$ cat src/rtl/fpio_fifo_in_arbiter.sv
// Purpose : round-robin, burst-locked arbiter sharing one FPIO FIFO-in write port among NUM_REQ requesters.
// Latency : one cycle from valid to grant; data path is combinational once granted; one bubble between grants.
// Backpress: out_full stalls the owner (req_ready=0); non-owners always see req_ready=0 and must hold data.
//
// Ports:
//   clk, rstn                 clock, asynchronous active-low reset
//   req_valid/req_last/req_data  per-requester word strobe, end-of-burst flag, packed data
//   req_ready                 per-requester accept (only the owner can be high)
//   out_full                  FIFO full, blocks any write
//   out_wr_en/out_wr_data     FIFO write strobe and data (data is zero when not writing)
//   grant_id/busy             current owner and grant-held flag
module fpio_fifo_in_arbiter #(
  parameter int NUM_REQ    = 4,
  parameter int DATA_WIDTH = 8,
  parameter int MAX_BURST  = 4
) (
  input  logic                          clk,
  input  logic                          rstn,
  input  logic [NUM_REQ-1:0]            req_valid,
  input  logic [NUM_REQ-1:0]            req_last,
  input  logic [NUM_REQ*DATA_WIDTH-1:0] req_data,
  output logic [NUM_REQ-1:0]            req_ready,
  input  logic                          out_full,
  output logic                          out_wr_en,
  output logic [DATA_WIDTH-1:0]         out_wr_data,
  output logic [$clog2(NUM_REQ)-1:0]    grant_id,
  output logic                          busy
);

  localparam int IDW = $clog2(NUM_REQ);
  localparam int CW  = $clog2(MAX_BURST + 1);

  typedef enum logic {IDLE = 1'b0, GRANT = 1'b1} state_t;

  state_t          state, state_nxt;
  logic [IDW-1:0]  grant_nxt;
  logic [IDW-1:0]  rr_ptr, rr_nxt;
  logic [CW-1:0]   burst_cnt, cnt_nxt;

  logic [IDW-1:0]        winner;
  logic                  any_valid;
  logic                  sel_valid;
  logic                  sel_last;
  logic [DATA_WIDTH-1:0] sel_data;
  logic                  xfer;
  logic                  burst_end;

  // Round-robin search: first valid index after rr_ptr, wrapping at NUM_REQ.
  always_comb begin
    int idx;
    winner    = '0;
    any_valid = 1'b0;
    idx       = 0;
    for (int k = 1; k < NUM_REQ + 1; k++) begin
      idx = int'(rr_ptr) + k;
      if (idx >= NUM_REQ) idx = idx - NUM_REQ;
      if (!any_valid && req_valid[idx]) begin
        any_valid = 1'b1;
        winner    = idx[IDW-1:0];
      end
    end
  end

  // Owner's signals, selected by grant_id.
  always_comb begin
    sel_valid = 1'b0;
    sel_last  = 1'b0;
    sel_data  = '0;
    for (int i = 0; i < NUM_REQ; i++) begin
      if (grant_id == IDW'(i)) begin
        sel_valid = req_valid[i];
        sel_last  = req_last[i];
        sel_data  = req_data[i*DATA_WIDTH +: DATA_WIDTH];
      end
    end
  end

  assign xfer = (state == GRANT) && sel_valid && !out_full;

  // A word flagged last that also fills MAX_BURST still releases only once.
  assign burst_end = sel_last || (int'(burst_cnt) + 1 == MAX_BURST);

  // State register.
  always_ff @(posedge clk or negedge rstn) begin
    if (!rstn) begin
      state     <= IDLE;
      grant_id  <= '0;
      burst_cnt <= '0;
      rr_ptr    <= IDW'(NUM_REQ - 1);
    end else begin
      state     <= state_nxt;
      grant_id  <= grant_nxt;
      burst_cnt <= cnt_nxt;
      rr_ptr    <= rr_nxt;
    end
  end

  // Next-state logic.
  always_comb begin
    state_nxt = state;
    grant_nxt = grant_id;
    cnt_nxt   = burst_cnt;
    rr_nxt    = rr_ptr;
    case (state)
      IDLE: begin
        if (any_valid) begin
          state_nxt = GRANT;
          grant_nxt = winner;
          cnt_nxt   = '0;
        end
      end
      GRANT: begin
        // Owner dropping valid or a full FIFO simply holds everything.
        if (xfer) begin
          if (burst_end) begin
            state_nxt = IDLE;
            rr_nxt    = grant_id;
            cnt_nxt   = '0;
          end else begin
            cnt_nxt = burst_cnt + CW'(1);
          end
        end
      end
      default: state_nxt = IDLE;
    endcase
  end

  // Outputs.
  always_comb begin
    req_ready   = '0;
    out_wr_en   = 1'b0;
    out_wr_data = '0;
    busy        = (state == GRANT);
    if (state == GRANT) begin
      req_ready[grant_id] = !out_full;
    end
    if (xfer) begin
      out_wr_en   = 1'b1;
      out_wr_data = sel_data;
    end
  end

endmodule

$ cat config.mk
export PLATFORM = sky130hd
export DESIGN_NAME = fpio_fifo_in_arbiter
export DESIGN_NICKNAME = d
export VERILOG_FILES = /design/src/rtl/fpio_fifo_in_arbiter.sv
export SDC_FILE = /design/constraint.sdc
export NUM_CORES = 1
export LEC_CHECK = 0
export CORE_UTILIZATION = 35
export CTS_BUF_LIST = sky130_fd_sc_hd__clkbuf_8
export DETAILED_ROUTE_END_ITERATION = 7
export GPL_ROUTABILITY_DRIVEN = 0
export PLACE_DENSITY = 0.87
export SYNTH_ARGS = -nofsm -noshare
export SYNTH_HDL_FRONTEND = slang
export SYNTH_SLANG_ARGS = --single-unit
export TNS_END_PERCENT = 10
$ cat constraint.sdc
create_clock -name clk -period 1.76 [get_ports clk]
set_input_delay 0.176 -clock clk [delete_from_list [all_inputs] [get_ports clk]]
set_output_delay 0.176 -clock clk [all_outputs]
set_load 0.02 [all_outputs]
==> Word-level counts from Yosys, hierarchy flattened <==
Index checks and enable logic that the tools add are counted.
{ "classes": {"n_mul": 0, "n_mux": 49, "reduce_logical": 15, "n_lt_le_gt_ge": 10, "bitwise": 2, "n_div": 0, "addsub": 10, "eq_ne": 6, "n_shift": 0} }
{ "op_table": {"columns": ["op", "count"], "rows": [
  ["$lt A32 B4 Y1 const B", 4],
  ["$mux W32", 4],
  ["$mux W8", 5],
  ["$mux W1", 25],
  ["$sub A3 B3 Y4 const B", 3],
  ["$ge A3 B3 Y1 const B", 3],
  ["$mux W3", 3],
  ["$bmux W1 S2", 4],
  ["$mux W2", 4],
  ["$add A2 B2 Y3 const B", 2],
  ["$logic_and A1 B1 Y1", 6],
  ["$pmux W3 S2", 1],
  ["$sub A4 B3 Y5 const B", 1],
  ["$add A2 B3 Y4 const B", 1],
  ["$add A3 B1 Y4 const B", 1],
  ["$and A4 B4 Y4", 1],
  ["$eq A2 B2 Y1 const B", 2],
  ["$eq A4 B3 Y1 const B", 1],
  ["$ge A4 B3 Y1 const B", 1],
  ["$logic_not A1 Y1", 4],
  ["$mux W4", 1],
  ["$reduce_and A2 Y1", 2],
  ["$add A2 B1 Y3 const B", 1],
  ["$add A3 B1 Y3 const B", 1],
  ["other kinds (11)", 11]
]} }
{ "word_totals": {"mem_count": 0, "latchBits": 0, "reg_bits": 8, "rom_bits": 0, "elab_cells": 96, "ram_bits": 0, "inputBits": 43} }

==> Depth between registers and ports, before layout <==
Gate-level depths: netlist of run 1.
{ "logic_depth": {"word_depth": 18, "depth_mapped": 7} }

==> Worst setup path after synthesis of run 1 <==
OpenSTA, ideal clock, no wires.
{ "synth_path": {"path_kind": "reg-to-output", "start": "register grant_id[0]", "end": "output port out_wr_data[0]", "path_stages_with_launch": 5, "slack_ns": 0.013, "arrival_time_ns": 1.571, "path_buffers": 1, "cell_sequence": "dfrtp_1 > or3b_4 > o22a_4 > buf_2 > nor2b_1"} }
{ "synth_via": {"elab_chain_len": 8} }
{ "synth_rtl": {"columns": ["element", "line_no", "rtl"], "rows": [
  ["start: declaration", "26", "output logic [$clog2(NUM_REQ)-1:0] grant_id,"],
  ["start signal: assignment", "92", "grant_id <= grant_nxt;"],
  ["$logic_not A2 Y1", "70", "if (grant_id == IDW'(i)) begin"],
  ["$mux W1 (4 in series)", "70", null],
  ["$logic_and A1 B1 Y1 (2 in series)", "78", "assign xfer = (state == GRANT) && sel_valid && !out_full;"],
  ["$mux W8 (*)", "137", "if (xfer) begin"],
  ["end: declaration", "25", "output logic [DATA_WIDTH-1:0] out_wr_data,"]
]} }
Mark *: on every way between the ends. The rest lies on a longest branch, timed or not.

==> Worst setup path after layout of run 1 <==
Ends and elaborated chain as after synthesis.

==> summary.md, run 1 <==
| Metric | Value |
|---|---|
| Status | `finished, violations left` |
| Failing checks | `negative setup slack` |
| CP startpoint | `grant_id[0]` |
| Util after Layout | `0.709` |
| Top cell type's share of synthesized area | `0.248` |
| Cells after Synth | `78` |
| CTS Root Cell | `clkbuf_8` |
| Top delay family on crit path | `simple AND/OR/NAND/NOR gates` |
| Number of enable flip-flop cells after synthesis | `0` |
| Fin nets | `198` |
| Cell taking the most area after synthesis | `mux4_2` |
| RSZ-0062 raised after global routing | `yes` |
| DRT Pass-1 Iters | `4` |
| Post-Syn Area | `between 800 and 900 sq um` |
| Die Wd | `50.3 um` |
| Power Density | `~1300 nW/um^2` |
| CTS H-tree lvls | `1` |
| Total negative setup slack | `-0.180 ns` |
| Hold Worst Slack | `0.233 ns` |
| Crit path to | `out_wr_data[0]` |
| Worst Reg-to-Reg Cells | `4` |
| Slowest Stage Delay on Critical Path | `0.42 ns` |
| Final setup vio count | `9` |
| Synthesized area per cell | `10.5 sq um` |
| Worst-Skew Late Latency | `0.23 ns` |
| Yosys warns | `0` |
| # rows | `17` |
| Top Ports | `59` |
| CP Capture Type | `primary output` |
| Final min period | `1.79 ns` |
| Share of layout cells above drive strength 1 | `0.349` |
| CP max stage cell | `dfrtp_1` |
| Core Area | `2210 sq um` |
| DR iter-0 viols | `29` |
| GRT Residual Overflow | `0` |
| Worst Path Required | `1.58 ns` |
| Drt total wl | `2.86 mm` |
| Deepest clock path buffer count | `2` |
| Post-route cell area | `approximately 1600 sq um` |
| Antenna-violating nets left | `0` |
| Vias | `917` |
| Vias in the first global route | `907` |
| # DRC | `0` |
| DP Cell Count | `174` |
| CP Launch Type | `flop` |
| Sinks on Clock Net | `8` |
| FF-to-FF Start | `grant_id[0]` |
| Initial antenna violation count | `0` |
| Synth cell types | `31` |
| Post-synth ARST share | `1.00` |
| Port Buf Inserts | `58` |
| WP data arrival | `1.62 ns` |
| Tightest Pin Transition | `0.410 ns` |
| Max_slew headroom | `0.724` |
| Die span in y | `50.3 um` |
| Clock skew | `0.00180 ns` |
| Critical path class | `reg -> out` |
| Post-synthesis sequential area ratio | `0.248` |
| Synthesized Nets | `between 100 and 150` |
| Leakage | `between 0.6 and 0.7 nW` |
| Worst setup margin | `-0.0330 ns` |
| Primary FF master, synth | `dfrtp_1` |
| Post-synthesis register bit count | `8` |
| Buf/Inv on CP | `1` |
| Total track usage | `0.217` |
| FF-to-FF End | `rr_ptr[0]` |
| HPWL Detailed | `~2.3 mm` |
| Via density per instance | `5.09` |
| Max VDD drop | `0.836 mV` |
| Starting density of the core | `0.369` |
| Worst hold path class | `in -> async` |
| Die footprint | `2530 sq um` |
| Worst-path clk slew | `approximately 0.040 ns` |
| WL per Instance | `15.9 um` |
| CP cell instances | `or3b_4 > o22a_2 > nor2b_1 > buf_4` |
| Fmax | `558 MHz` |
| Critical path depth in cells | `4` |
| Post-Place Worst Slack | `-0.443 ns` |
| Max Slew Vio Count | `0` |
| Worst R2R Setup Slack | `-0.01 ns` |
| First-pass GRT wire length | `4.08 mm` |
| Count of final hold-check violations | `0` |
| Placed cell area | `1520 sq um` |
| Area Overhead vs Synth | `92.2%` |
| Total power | `2.01 mW` |
| Ant diodes | `0` |
| Non-Filler Instances | `180` |
| Total CTS buffers | `3` |
| Largest net degree at the start of global routing | `15` |
| Worst-path fanout max | `6` |
| Fillers | `170` |
| Part of the cycle the worst path needs | `1.02` |
| CTS tree | `built` |
| Max cap viols | `0` |
| Largest cells by area after synthesis | `mux4_2 (25%), dfrtp_1 (18%), nor2b_1 (6.9%)` |
[placed cells by master, fill, tap and decap left out, drive strengths merged]
cell	instances
clkdlybuf4s50	44
buf	25
mux4	9
nor2b	9
nand2	7
dfrtp	6
clkbuf	6
nor2	5
o21ai	5
inv	4
mux2i	4
a21oi	3
nand2b	2
nor3b	2
ha	2
dfstp	2
o22a	2
or2	2
or3b	1
nand3b	1
nor4	1
a21bo	1
a21boi	1
o221a	1
a22o	1
a2111oi	1
a21o	1
and2	1
a32o	1
mux2	1
dlymetal6s2s	1
[cell families (layout without fill, tap and decap cells)]
| logic type | count (synthesis) | after routing | synth area share |
|---|---|---|---|
| muxes | 14 | 14 | 0.316 |
| buffers and inverters | 7 | 80 | 0.0368 |
| DFF | 8 | 8 | 0.248 |
| adders and majority gates | 2 | 2 | 0.0307 |
| AOI/OAI and AO/OA | 16 | 17 | 0.153 |
| and+or+nand+nor | 31 | 31 | 0.215 |
[power breakdown]
group	leakage (nW)	total [mW]	internal, mW	switching (mW)
combinational	0.562	1.42	0.794	0.622
clock	0.0269	0.226	0.151	0.0748
sequential	0.0957	0.366	0.274	0.0925
[area by class of cell]
| type | instances | area [sq um] | share of cell area |
|---|---|---|---|
| Clock inverter | 1 | 3.75 | 0.00239 |
| Clock buffer | 3 | 41.3 | 0.0263 |
| Sequential cell | 8 | 203 | 0.129 |
| Tap cell | 28 | 35.0 | 0.0223 |
| Multi-Input combinational cell | 64 | 608 | 0.388 |
| Timing Repair Buffer | 73 | 666 | 0.425 |
| Inverter | 3 | 11.3 | 0.00718 |
[routing by layer]
layer / part of all wire / GRT usage
met1: 0.39 / 0.239
met2: 0.55 / 0.420
met3: 0.064 / 0.0606
met4: 0 / 0.0143
met5: 0 / 0
[synth_stat cells (2+ instances only)]
| cell type | instances |
|---|---|
| mux2i_1 | 4 |
| buf_2 | 3 |
| a21oi_1 | 2 |
| nor2_1 | 5 |
| nand2_1 | 7 |
| nor2b_1 | 9 |
| o21ai_0 | 5 |
| nand2b_1 | 2 |
| inv_1 | 3 |
| dfstp_2 | 2 |
| ha_1 | 2 |
| dfrtp_1 | 6 |
| mux4_2 | 9 |
| nor3b_1 | 2 |
[worst min path at each step]
stage                        end  cells past startpoint  slack (ns)
CTS                         busy                      1        0.24
finish              burst_cnt[0]                      1        0.23
global route                busy                      1        0.26
floorplan           burst_cnt[0]                      0       -0.12
global placement            busy                      1        0.47
detailed placement          busy                      1        0.48
[sequential cells by signal, indices dropped and copies added (netlist names)]
| signal | flops |
|---|---|
| grant_id | 2 |
| rr_ptr | 2 |
| busy | 1 |
| burst_cnt | 3 |
[timing repair]
| action | in CTS | in global routing |
|---|---|---|
| hold buffers | 0 | 0 |
| pin swaps | 0 | 3 |
| setup endpoints to repair | 14 | 14 |
| gates cloned | 0 | 1 |
| buffers inserted | 0 | 1 |
| endpoints found under the hold margin | 0 | 0 |
| resized for setup | 44 | 22 |
Power figures use the tool's default switching activity.
==> inputs of run 2 (changes only) <==
--- a/config.mk
+++ b/config.mk
@@ -5,11 +5,12 @@
 export SDC_FILE = /design/constraint.sdc
 export NUM_CORES = 1
 export LEC_CHECK = 0
-export CORE_UTILIZATION = 35
+export ABC_AREA = 1
+export CORE_UTILIZATION = 41
 export CTS_BUF_LIST = sky130_fd_sc_hd__clkbuf_8
 export DETAILED_ROUTE_END_ITERATION = 7
 export GPL_ROUTABILITY_DRIVEN = 0
-export PLACE_DENSITY = 0.87
+export PLACE_DENSITY = 0.89
 export SYNTH_ARGS = -nofsm -noshare
 export SYNTH_HDL_FRONTEND = slang
 export SYNTH_SLANG_ARGS = --single-unit
==> run 2 against run 1 <==
  * The flow now finishes without violations
  * Via count rose by 57%
  * Combinational power is 76% higher
  * Clock skew is 0.0010 ns lower
  * Design area increased by 27%
  * Critical path depth rose by 5
  * Hold slack worse by 0.010 ns
  * Count of clock-buffer cells in the layout stayed put
  * Setup slack improved by 0.066 ns
  * Register-to-register slack improved by 0.12 ns
  * First-iteration DRC count fell by 34%
  * Final cell count grew 61%
==> summary.md, run 2 <==
| Metric | Value |
|---|---|
| Synthesized Nets | `~220` |
| CP Launch Type | `flop` |
| Post-synth ARST share | `1.00` |
| CTS tree | `built` |
| Clk pwr share | `0.071` |
| Sinks on Clock Net | `8` |
| Max reg flops | `3` |
| Internal power | `1.53 mW` |
| Post-synthesis register bit count | `8` |
| # rows | `18` |
| Die Wd | `54.8 um` |
| Commonest non-fill, non-tap cell in the layout | `nand2_1` |
| Post-synth top cells | `nand2_1 (53), nand3_1 (19), o21ai_0 (15)` |
| Core Area | `2540 sq um` |
| # DRC | `0` |
| Worst Path Required | `1.58 ns` |
| Status | `completed` |
| Placed cell area | `1910 sq um` |
| Final min period | `1.73 ns` |
| FF-to-FF End | `grant_id[0]` |
| Max VDD drop | `1.02 mV` |
| Max cap viols | `0` |
| Max Slew Vio Count | `0` |
| Sequential power share | `0.129` |
| Critical path class | `reg -> out` |
| CP Capture Type | `primary output` |
| Power Density | `1570 nW/um^2` |
| Final setup vio count | `0` |
| Top Ports | `59` |
| HPWL Detailed | `~2.7 mm` |
| Non-Filler Instances | `289` |
| Count of final hold-check violations | `0` |
| Post-Syn Area | `1140 sq um` |
| Most frequent cell after synthesis | `nand2_1` |
| Sw frac | `0.510` |
| Vias in the first global route | `1245` |
| Primary FF master, synth | `dfrtp_1` |
| Clock skew | `around 0.0008 ns` |
| WP data arrival | `between 1.5 and 2 ns` |
| Ant diodes | `0` |
| GRT Residual Overflow | `0` |
| Total track usage | `0.230` |
| Total negative setup slack | `0 ns` |
| Starting density of the core | `0.449` |
| Post-synthesis sequential area ratio | `0.177` |
| Antenna-violating nets left | `0` |
| Fin nets | `306` |
| Total CTS buffers | `3` |
| Die footprint | `3000 sq um` |
| CTS H-tree lvls | `1` |
| Top cell type's share of synthesized area | `0.174` |
| Cell taking the most area after synthesis | `nand2_1` |
| Port Buf Inserts | `58` |
| First-pass GRT wire length | `5.02 mm` |
| Die span in y | `54.8 um` |
| Hold Worst Slack | `0.223 ns` |
| P_sw | `roughly 1.6 mW` |
| Commonest cells after routing, fill and taps aside | `nand2_1 (51), clkdlybuf4s50_1 (45), buf_4 (33)` |
| Deepest clock path buffer count | `2` |
| Regs by FF count | `burst_cnt (3), grant_id (2), rr_ptr (2)` |
| RSZ-0062 raised after global routing | `yes` |
| DRT Pass-1 Iters | `4` |
| Synth cell types | `33` |
| DP Cell Count | `between 200 and 300` |
| Largest net degree at the start of global routing | `16` |
| Worst Reg-to-Reg Cells | `11` |
| Worst-path fanout max | `6` |
| Worst hold path class | `in -> async` |
| Drt total wl | `between 3 and 4 mm` |
| WL per Instance | `11.9 um` |
| Yosys warns | `0` |
| CTS Root Cell | `clkbuf_8` |
| Initial antenna violation count | `0` |
| Worst-Skew Late Latency | `0.23 ns` |
| Synthesized area per cell | `6.57 sq um` |
| Tightest Pin Transition | `0.355 ns` |
| FF-to-FF Start | `rr_ptr[0]` |
| Biggest register | `burst_cnt` |
| Via density per instance | `around 5` |
| Largest cells by area after synthesis | `nand2_1 (17%), dfrtp_1 (13%), nand3_1 (8.3%)` |
| Vias | `about 1400` |
| Leakage | `0.968 nW` |
| Share of layout cells above drive strength 1 | `0.367` |
| Number of enable flip-flop cells after synthesis | `0` |
| DR iter-0 viols | `19` |
| Area Overhead vs Synth | `74.5%` |
| Fmax | `579 MHz` |
| Part of the cycle the worst path needs | `0.981` |
| Post-route cell area | `1990 sq um` |
| Worst-path clk slew | `0.04 ns` |
| Gate power share | `0.800` |
| Cells after Synth | `between 150 and 200` |
| Max_slew headroom | `0.763` |
| Worst R2R Setup Slack | `0.11 ns` |
run 2: cell types whose count changed in the layout (fill, tap and decap cells not counted), moves of 5 or more:
| cell | before | now |
|---|---|---|
| a21oi_2 | 1 | 7 |
| inv_2 | 0 | 5 |
| o21ai_0 | 5 | 13 |
| o21ai_2 | 0 | 6 |
| nand2_1 | 7 | 51 |
| mux4_2 | 9 | 0 |
| nand2_2 | 0 | 10 |
| buf_4 | 19 | 33 |
| nand3_1 | 0 | 19 |
| nor2b_1 | 7 | 0 |
| nand3_2 | 0 | 5 |
run 2: cell type report:
| class | instances | area (sq um) |
|---|---|---|
| multi-input combinational | 142 | 827 |
| timing repair buffer | 88 | 800 |
| fill | 172 | 552 |
| sequential | 8 | 205 |
| inverter | 18 | 82.6 |
| clock buffer | 3 | 41.3 |
| tap | 30 | 37.5 |
run 2: routing by layer:
metal  global-route usage  vias to the layer above  routed length (um)
met5                    0                        -                   0
met4               0.0342                        0                  10
met3               0.0444                        2                 148
met2                0.432                       41                1850
met1                0.270                      652                1420
li1                     -                      744                   -
run 2: power by group through the flow:
stage / Sequential, mW / Combinational [mW] / Clock (mW)
2_1_floorplan: 0.379 / 1.53 / 0
3_3_place_gp: 0.395 / 2.34 / 0
3_5_place_dp: 0.399 / 2.37 / 0
4_1_cts: 0.397 / 2.36 / 0.222
5_1_grt: 0.416 / 2.74 / 0.229
6_report: 0.403 / 2.50 / 0.222
run 2: cell families (layout without fill, tap and decap cells):
group | Yosys count | in the layout | share of synthesized area
adders and majority gates | 2 | 2 | 0.0219
xor gates and xnor gates | 1 | 1 | 0.00767
AOI/OAI and AO/OA | 37 | 37 | 0.228
buffers and inverters | 24 | 109 | 0.112
and+or+nand+nor | 102 | 102 | 0.453
DFF | 8 | 8 | 0.177
run 2: through the flow:
step	utilization	worst slack, ns	total power [mW]
after floorplan	-	0.00176	1.91
after global placement	0.751	-0.350	2.73
after detailed placement	0.751	-0.357	2.77
after CTS	0.760	0.00223	2.98
after global routing	0.783	-0.0545	3.38
final	0.783	0.0333	3.12
run 2: how the worst max path moves through the flow:
| stage | startpoint | end | slack [ns] |
|---|---|---|---|
| finish | grant_id[0] | out_wr_data[7] | 0.03 |
| CTS | grant_id[1] | out_wr_data[6] | 0.002 |
| detailed placement | out_full | out_wr_data[6] | -0.36 |
| global placement | out_full | out_wr_data[5] | -0.35 |
| global route | grant_id[1] | out_wr_data[2] | -0.05 |
| floorplan | grant_id[0] | out_wr_data[0] | 0.002 |
run 2: timing repair:
| action | 4_1_cts | 5_1_grt |
|---|---|---|
| setup endpoints to repair | 13 | 12 |
| pin swaps | 0 | 4 |
| resized for setup | 46 | 10 |
| hold buffers | 0 | 0 |
| setup buffers | 1 | 5 |
run 2: worst max-delay path, stage by stage, from the launching register on:
cell,delay [ns]
dfrtp_2,0.44
inv_2,0.12
nand2_4,0.07
o22ai_2,0.14
inv_1,0.06
nand2_2,0.10
nand2_8,0.09
inv_8,0.08
a21oi_2,0.03
buf_4,0.16
==> inputs of run 3 (changes only) <==
--- a/config.mk
+++ b/config.mk
@@ -10,6 +10,7 @@
 export CTS_BUF_LIST = sky130_fd_sc_hd__clkbuf_8
 export DETAILED_ROUTE_END_ITERATION = 7
 export GPL_ROUTABILITY_DRIVEN = 0
+export MAX_ROUTING_LAYER = met4
 export PLACE_DENSITY = 0.89
 export SYNTH_ARGS = -nofsm -noshare
 export SYNTH_HDL_FRONTEND = slang
==> run 3 against run 2 <==
  * Utilization unchanged
  * Die area unchanged
  * Critical endpoint unchanged
  * Sequential share of layout area unchanged
  * First-iteration DRC count increased by 5.3%
  * Sequential power barely moved
==> summary.md, run 3 (synthesis results as in run 2) <==
| Metric | Value |
|---|---|
| Sinks on Clock Net | `8` |
| Crit path to | `out_wr_data[7]` |
| Commonest cells after routing, fill and taps aside | `nand2_1 (51), clkdlybuf4s50_1 (45), buf_4 (33)` |
| CTS Root Cell | `clkbuf_8` |
| Max Slew Vio Count | `0` |
| Met1 GRT Util | `0.275` |
| Leakage | `0.968 nW` |
| # DRC | `0` |
| Critical path class | `reg -> out` |
| Worst Reg-to-Reg Cells | `11` |
| HPWL Detailed | `~2.7 mm` |
| Placed cell area | `between 1500 and 2000 sq um` |
| WP data arrival | `~1.6 ns` |
| Worst-Skew Late Latency | `between 0.2 and 0.25 ns` |
| CTS H-tree lvls | `1` |
| CP Capture Type | `primary output` |
| CTS tree | `built` |
| Max VDD drop | `about 1.0 mV` |
| Worst R2R Setup Slack | `0.11 ns` |
| Slowest Stage Delay on Critical Path | `0.44 ns` |
| CP Launch Type | `flop` |
| Part of the cycle the worst path needs | `0.981` |
| Worst-path fanout max | `6` |
| GRT Residual Overflow | `0` |
| RSZ-0062 raised after global routing | `yes` |
| DR iter-0 viols | `20` |
| Die span in y | `54.8 um` |
| CP cell instances | `inv_2 > nand2_4 > o22ai_2 > inv_1 > nand2_2 > nand2_8 > inv_8 > a21oi_2 > buf_4` |
| Starting density of the core | `0.449` |
| Core Area | `2540 sq um` |
| Max_slew headroom | `0.763` |
| Area Overhead vs Synth | `74.5%` |
| Commonest non-fill, non-tap cell in the layout | `nand2_1` |
| Final min period | `about 1.7 ns` |
| Antenna-violating nets left | `0` |
| Worst-path clk slew | `0.04 ns` |
| Grt met2 use | `0.432` |
| FF-to-FF Start | `rr_ptr[0]` |
| Vias | `1439` |
| Top Ports | `59` |
| Die Wd | `54.8 um` |
| Vias in the first global route | `1245` |
| Biggest register | `burst_cnt` |
| Tightest Pin Transition | `roughly 0.35 ns` |
| Ant diodes | `0` |
| GRT busiest layer | `met2` |
| Port Buf Inserts | `between 50 and 60` |
| CP max stage cell | `dfrtp_2` |
| DRT Pass-1 Iters | `4` |
| # rows | `18` |
| Final setup vio count | `0` |
| Register area | `205 sq um` |
| Deepest clock path buffer count | `2` |
| Status | `completed` |
| Max cap viols | `0` |
| Post-route cell area | `1990 sq um` |
| Cts hold-fix bufs | `0` |
| Multi-input gate area | `827 sq um` |
| Total track usage | `0.237` |
| Met3 Use GR | `0.0361` |
| Via density per instance | `4.98` |
| Die footprint | `3000 sq um` |
| Fillers | `172` |
| Worst Path Required | `1.58 ns` |
| Fmax | `579 MHz` |
| Worst hold path class | `in -> async` |
| Share of layout cells above drive strength 1 | `0.367` |
| Regs by FF count | `burst_cnt (3), grant_id (2), rr_ptr (2)` |
| CP startpoint | `grant_id[0]` |
| Power Density | `1570 nW/um^2` |
| Max reg flops | `3` |
| Fin nets | `slightly above 300` |
| Initial antenna violation count | `0` |
| Total power | `3.12 mW` |
| Drt total wl | `3.43 mm` |
| Largest net degree at the start of global routing | `16` |
| FF-to-FF End | `grant_id[0]` |
| WL per Instance | `11.9 um` |
| Total CTS buffers | `3` |
| Count of final hold-check violations | `0` |
| First-pass GRT wire length | `approximately 5 mm` |
| Clock skew | `about 0.0008 ns` |
==> run 3: cell counts in the layout (fill, tap and decap cells not counted) <==
Identical to the previous run, type by type.
==> run 3: through the flow <==
step | hold slack [ns] | cells | worst slack [ns] | utilization | TNS (ns)
2_1_floorplan | -0.120 | 174 | 0.00176 | - | 0
3_3_place_gp | 0.476 | 280 | -0.350 | 0.751 | -3.10
3_5_place_dp | 0.473 | 280 | -0.357 | 0.751 | -3.08
4_1_cts | 0.235 | 284 | 0.00223 | 0.760 | 0
5_1_grt | 0.255 | 289 | -0.0545 | 0.783 | -0.491
6_report | 0.223 | 289 | 0.0333 | 0.783 | 0
==> run 3: worst min-delay path by stage <==
stage                     from            to  depth (start not counted)
after CTS                 rstn   grant_id[0]                          1
after detailed placement  rstn          busy                          1
after global placement    rstn  burst_cnt[2]                          1
final                     rstn          busy                          1
after global routing      rstn          busy                          1
after floorplan           rstn  burst_cnt[0]                          0
==> run 3: power by group <==
part | switching [mW] | total, mW | leakage, nW | internal, mW
sequential | 0.124 | 0.403 | 0.0940 | 0.279
combinational | 1.40 | 2.50 | 0.852 | 1.10
clock | 0.0735 | 0.222 | 0.0216 | 0.148
==> run 3: cell type report <==
| cell class | count | area share |
|---|---|---|
| Multi-Input combinational cell | 142 | 0.415 |
| Timing Repair Buffer | 88 | 0.401 |
| Tap cell | 30 | 0.0188 |
| Sequential cell | 8 | 0.103 |
| Inverter | 18 | 0.0414 |
| Clock buffer | 3 | 0.0207 |
==> run 3: critical path, delay by kind of cell (launching register included) <==
kind	cells	cell delay, ns
and+or+nand+nor	3	0.26
buffers and inverters	4	0.42
AOI/OAI and AO/OA	2	0.17
DFF	1	0.44
==> run 3: metal layers <==
layer  routed length, um  share of wire
met2                1850           0.54
met3                 126          0.037
met1                1440           0.42
met5                   0              0
met4                  10         0.0029
==> run 3: repair_timing <==
action | in CTS | in global routing
pin swaps | 0 | 4
gates cloned | 0 | 0
setup buffers | 1 | 5
setup endpoints to repair | 13 | 12
resized for setup | 46 | 10
